<file path="src/rtl/rv_pkg.sv">
// Shared constants and types for the RV core datapath.
// Register-file widths default to these values.
package rv_pkg;

    localparam int unsigned XLEN  = 32;
    localparam int unsigned NREGS = 32;
    localparam int unsigned AW    = $clog2(NREGS);

    typedef logic [AW-1:0]   reg_idx_t;
    typedef logic [XLEN-1:0] xword_t;

endpackage

</file>
<file path="src/rtl/reg_scoreboard.sv">
// Per-register busy scoreboard: tracks pending writes, produces the issue hazard check
// and flags write-backs to registers that had no pending write.
module reg_scoreboard #(
    parameter int unsigned NREGS  = rv_pkg::NREGS,
    parameter int unsigned AW     = $clog2(NREGS),
    parameter bit          BYPASS = 1'b1
) (
    input  logic             clk,
    input  logic             reset_n,
    input  logic [AW-1:0]    rs1_addr,
    input  logic             rs1_pc_sel,
    input  logic [AW-1:0]    rs2_addr,
    input  logic             iss_valid,
    input  logic             iss_rs1_use,
    input  logic             iss_rs2_use,
    input  logic             iss_wr,
    input  logic [AW-1:0]    iss_rd,
    input  logic             wb_valid,
    input  logic [AW-1:0]    wb_rd,
    output logic             iss_ready,
    output logic [NREGS-1:0] busy_vec,
    output logic             wb_err
);

    import rv_pkg::*;

    logic [NREGS-1:0] busy_q, busy_d;
    logic [NREGS-1:0] wb_hit;
    logic [NREGS-1:0] eb;
    logic             wb_err_q, wb_err_d;
    logic             hazard;
    logic             fire;

    always_comb begin
        wb_hit = '0;
        if (wb_valid && (wb_rd != '0)) begin
            wb_hit[wb_rd] = 1'b1;
        end
    end

    // A write-back landing this cycle resolves the hazard only if its data is forwarded.
    always_comb begin
        if (BYPASS) begin
            eb = busy_q & ~wb_hit;
        end else begin
            eb = busy_q;
        end
    end

    always_comb begin
        hazard    = (iss_rs1_use & ~rs1_pc_sel & eb[rs1_addr])
                  | (iss_rs2_use & eb[rs2_addr])
                  | (iss_wr & eb[iss_rd]);
        iss_ready = ~hazard;
        fire      = iss_valid & iss_ready;
    end

    // Clear first, then set, so a same-cycle allocation keeps the register busy.
    always_comb begin
        busy_d = busy_q & ~wb_hit;
        if (fire && iss_wr && (iss_rd != '0)) begin
            busy_d[iss_rd] = 1'b1;
        end
        busy_d[0] = 1'b0;
        wb_err_d  = wb_valid && (wb_rd != '0) && !busy_q[wb_rd];
    end

    always_ff @(posedge clk or negedge reset_n) begin
        if (!reset_n) begin
            busy_q   <= '0;
            wb_err_q <= 1'b0;
        end else begin
            busy_q   <= busy_d;
            wb_err_q <= wb_err_d;
        end
    end

    assign busy_vec = busy_q;
    assign wb_err   = wb_err_q;

endmodule

</file>
<file path="src/rtl/reg_file_sb.sv">
// Integer register file with two read ports, one write-back port, optional
// write-to-read bypass and a busy scoreboard for decode hazard stalls.
module reg_file_sb #(
    parameter int unsigned XLEN   = rv_pkg::XLEN,
    parameter int unsigned NREGS  = rv_pkg::NREGS,
    parameter int unsigned AW     = $clog2(NREGS),
    parameter bit          BYPASS = 1'b1
) (
    input  logic             clk,
    input  logic             reset_n,
    input  logic [AW-1:0]    rs1_addr,
    input  logic             rs1_pc_sel,
    input  logic [XLEN-1:0]  pc_in,
    input  logic [AW-1:0]    rs2_addr,
    output logic [XLEN-1:0]  rs1_data,
    output logic [XLEN-1:0]  rs2_data,
    input  logic             iss_valid,
    input  logic             iss_rs1_use,
    input  logic             iss_rs2_use,
    input  logic             iss_wr,
    input  logic [AW-1:0]    iss_rd,
    output logic             iss_ready,
    input  logic             wb_valid,
    input  logic [AW-1:0]    wb_rd,
    input  logic [XLEN-1:0]  wb_data,
    output logic [NREGS-1:0] busy_vec,
    output logic             wb_err
);

    import rv_pkg::*;

    logic [XLEN-1:0] regs_q [NREGS];
    logic [XLEN-1:0] regs_d [NREGS];
    logic            wb_we;

    assign wb_we = wb_valid && (wb_rd != '0);

    always_comb begin
        for (int i = 0; i < int'(NREGS); i++) begin
            regs_d[i] = regs_q[i];
        end
        if (wb_we) begin
            regs_d[wb_rd] = wb_data;
        end
    end

    always_ff @(posedge clk or negedge reset_n) begin
        if (!reset_n) begin
            for (int i = 0; i < int'(NREGS); i++) begin
                regs_q[i] <= '0;
            end
        end else begin
            for (int i = 0; i < int'(NREGS); i++) begin
                regs_q[i] <= regs_d[i];
            end
        end
    end

    always_comb begin
        if (rs1_pc_sel) begin
            rs1_data = pc_in;
        end else if (rs1_addr == '0) begin
            rs1_data = '0;
        end else if (BYPASS && wb_valid && (wb_rd == rs1_addr)) begin
            rs1_data = wb_data;
        end else begin
            rs1_data = regs_q[rs1_addr];
        end
    end

    always_comb begin
        if (rs2_addr == '0) begin
            rs2_data = '0;
        end else if (BYPASS && wb_valid && (wb_rd == rs2_addr)) begin
            rs2_data = wb_data;
        end else begin
            rs2_data = regs_q[rs2_addr];
        end
    end

    reg_scoreboard #(
        .NREGS  (NREGS),
        .AW     (AW),
        .BYPASS (BYPASS)
    ) u_scoreboard (
        .clk         (clk),
        .reset_n     (reset_n),
        .rs1_addr    (rs1_addr),
        .rs1_pc_sel  (rs1_pc_sel),
        .rs2_addr    (rs2_addr),
        .iss_valid   (iss_valid),
        .iss_rs1_use (iss_rs1_use),
        .iss_rs2_use (iss_rs2_use),
        .iss_wr      (iss_wr),
        .iss_rd      (iss_rd),
        .wb_valid    (wb_valid),
        .wb_rd       (wb_rd),
        .iss_ready   (iss_ready),
        .busy_vec    (busy_vec),
        .wb_err      (wb_err)
    );

endmodule
</file>
<file path="config.mk">
export PLATFORM = sky130hd
export DESIGN_NAME = reg_file_sb
export DESIGN_NICKNAME = d
export VERILOG_FILES = /design/src/rtl/rv_pkg.sv /design/src/rtl/reg_scoreboard.sv /design/src/rtl/reg_file_sb.sv
export SDC_FILE = /design/constraint.sdc
export NUM_CORES = 2
export LEC_CHECK = 0
export CAP_MARGIN = 20
export CORE_MARGIN = 1
export CORE_UTILIZATION = 60
export DETAILED_ROUTE_END_ITERATION = 10
export PLACE_DENSITY = 0.84
export SYNTH_ARGS = -nofsm -noshare
export SYNTH_HDL_FRONTEND = slang
export SYNTH_SLANG_ARGS = --single-unit
export TNS_END_PERCENT = 20
</file>
<file path="constraint.sdc">
create_clock -name clk -period 4.75 [get_ports clk]
set_clock_uncertainty 0.05 [all_clocks]
set_input_delay 0.95 -clock clk [delete_from_list [all_inputs] [get_ports clk]]
set_output_delay 0.95 -clock clk [all_outputs]
set_load 0.02 [all_outputs]
</file>
==> metrics.cfg <==
[outcome]
violations = negative setup slack
status = finished, violations left

[clock_tree]
cts_buffers = 110
cts-hold-fix-buffers = 0
clock_latency_ps = 730
tritoncts = yes
cts_max_level = 3
cts.path.max_buffers = 3
cts_num_sinks = 1056
root_buffer = clkbuf_16
path_clk_slew_ps = 50
post_cts_buffers = 0

[final_layout]
layout-drive-gt1-share_pct = 52.8
stdcell_count = 5516
syn2layout_area_growth_pct = 17.4
utilization_pct = 71.3
fin_nets = 4256

[floorplan]
die_y_um = 312
chipWidth_um = 312
start_util_pct = 60.7
dieArea_mm2 = 0.0975
num_rows = 113
core-area_mm2 = 0.0952
io_pins = 190

[detailed_routing]
routed-via-count = 39800
final_antenna_net_count = 0
wl_mm = 182
post-route-drc-count = 0
detail_route.iter0.violations = 4700
viasPerCell = 7.22
first_pass_iters = 5
routedWlPerCell_um = 33.0

[power_and_ir_drop]
p_per_area_mw_per_mm2 = 404
power_leakage_uw = 0.0295
ir_worst_vdd_mv = 0.308

[grt]
grt_pass1_wl_mm = 274
grt_max_degree = 110
grt_pass1_vias = 42400
antenna_found_initial = 3
grt_use_total_pct = 38.0
globalRouteOverflowTotal = 0

[placement]
dp.cells = 5316
io_buffers = 188
gp_congestion = 0.986
dpl.hpwl_mm = 109

[job]
maxCapViolCount = 0

[sta]
period_needed_ps = 4780
final-setup-viol-count = 4
rsz0062_at_grt = yes
final_max_slew_viol_count = 0
post-route-period-util_pct = 101
setup_ws_ps = -26.9
fmax_mhz = 209
worstMarginPinSlew_ps = 1050
maxSlewHeadroom_pct = 30.1
finalSetupTns_ps = -71.0
hold_violations = 0

[synth]
synthCells = 3913
synth_seq_cells = 1056
ys_types = 62
synth-edff-count = 0
netlist_area_mm2 = 0.0578
async_flop_share_pct = 100
synth_flop_cell = dfrtp_1
synthTopCellsByArea = dfrtp_1 (46%), mux4_2 (21%), mux2_2 (19%), mux2i_1 (3.2%), clkbuf_1 (1.9%)
yosysWarnings = 0
synthesis.nets = 4005
synth.avg_cell_area_um2 = 14.8
yosysSeqAreaShare_pct = 45.7
yosys.area.top_type = dfrtp_1
netlist.area_leader.share_pct = 45.7

[critical_path]
critPathArrivalTime_ps = 3780
end_kind = primary output
crit_required_ps = 3750
path_cells = clkdlybuf4s50_1, buf_4, nor2b_4, buf_12, buf_6, a221oi_1, o21ai_0, a21oi_1, a21oi_1, o21ai_0, a22o_1, clkdlybuf4s50_1
slowest_stage = clkdlybuf4s50_1
crit_type = in2out
critPathMaxFanout = 17
startpoint_type = input pin
cp_slowest_stage_delay_ps = 590

[hold_path]
min_path_type = in2async

-- final timing paths --
kind                                               startpoint                                   to  slack, ps  cells past startpoint
max                                               rs1_addr[2]                         rs1_data[20]        -30                     12
min                                                   reset_n              regs_q[600]$_DFFE_PN0P_        270                      1
max reg2reg                u_scoreboard.busy_vec[1]$_DFF_PN0_  u_scoreboard.busy_vec[31]$_DFF_PN0_       1940                      9
min reg2reg                          regs_q[1005]$_DFFE_PN0P_             regs_q[1005]$_DFFE_PN0P_        350                      0
max in group asynchronous                             reset_n              regs_q[850]$_DFFE_PN0P_       3100                      2
min in group clk                     regs_q[1005]$_DFFE_PN0P_             regs_q[1005]$_DFFE_PN0P_        350                      0
-- cell families after synthesis --
logic type	Yosys count	share of synthesized area, %
mux	1727	44.0
flops	1056	45.7
buf+inv	464	3.24
compound gates	401	4.82
simple gates	254	2.08
xor+xnor	10	0.152
other cells	1	0.00649
-- where the power goes --
part	internal [uW]	switching, uW	total (uW)
Sequential	10700	1380	12100
Clock	5030	3750	8780
Combinational	3880	2650	6530
-- sequential cells by signal, indices dropped and copies added, names as in the netlist --
name and count:
u_scoreboard.wb_err 1, regs_q 1024, u_scoreboard.busy_vec 31
-- Yosys cell counts, drive strengths merged (5+ instances only) --
cell type	number
a22oi	33
o2111ai	7
nand3	14
nor3b	7
a21oi	66
a32oi	5
dfrtp	1056
a221oi	64
nand2b	6
or2	7
nor3	8
o21ai	136
a22o	30
nor4	6
buf	153
a211oi	39
clkbuf	300
nand2	101
mux2i	184
inv	9
nand4	9
nor2b	5
mux4	549
and3	6
xor2	8
nor2	67
mux2	994
-- through the flow --
step	setup slack (ps)	power [uW]	hold slack [ps]	cell area, um2
3_3_place_gp	-156	18100	331	63900
3_5_place_dp	-133	18500	336	63900
5_1_grt	-127	28300	306	67900
2_1_floorplan	425	16100	395	57800
4_1_cts	-100	27300	284	67700
6_report	-26.9	27400	270	67900
-- worst max-delay path, delay by kind of cell --
| kind | cells | cell delay, ps |
|---|---|---|
| compound gates | 6 | 1090 |
| simple gates | 1 | 100 |
| buf+inv | 5 | 1610 |
-- area by class of cell --
class | count | area [um2]
flip-flops and latches | 1056 | 26400
diodes | 1 | 2.50
multi-input cells | 2394 | 29900
well taps | 1265 | 1580
fillers | 5774 | 27300
clock buffers | 157 | 3180
inverters | 11 | 43.8
repair buffers | 591 | 6240
clock inverters | 41 | 432
-- what timing repair did --
| action | CTS | global route |
|---|---|---|
| cloned | 1 | 0 |
| gates resized for setup | 44 | 55 |
| pin swaps | 2 | 2 |
| setup endpoints to repair | 28 | 52 |
-- placed cells by master (no fill, tap or decap), drive strengths merged, types with 6 or more instances in the layout --
master	count
dfrtp	1056
mux2	994
mux4	549
buf	414
mux2i	184
clkbuf	157
o21ai	136
clkdlybuf4s50	130
nand2	101
nor2	68
a21oi	66
a221oi	64
a211oi	39
a22oi	33
dlymetal6s2s	33
a22o	30
clkinv	25
dlygate4sd2	14
nand3	14
inv	14
nand4	9
nor3	8
xor2	8
nor3b	7
o2111ai	7
bufinv	7
or2	7
clkinvlp	6
and3	6
nor4	6
nand2b	6
-- per-layer routing --
layer,track usage [%],share of wire [%]
met1,48.4,36
met2,58.1,47
met5,0,0.023
met3,10.8,10
met4,23.4,7.2
No activity file was read; power rests on OpenSTA's default activity.
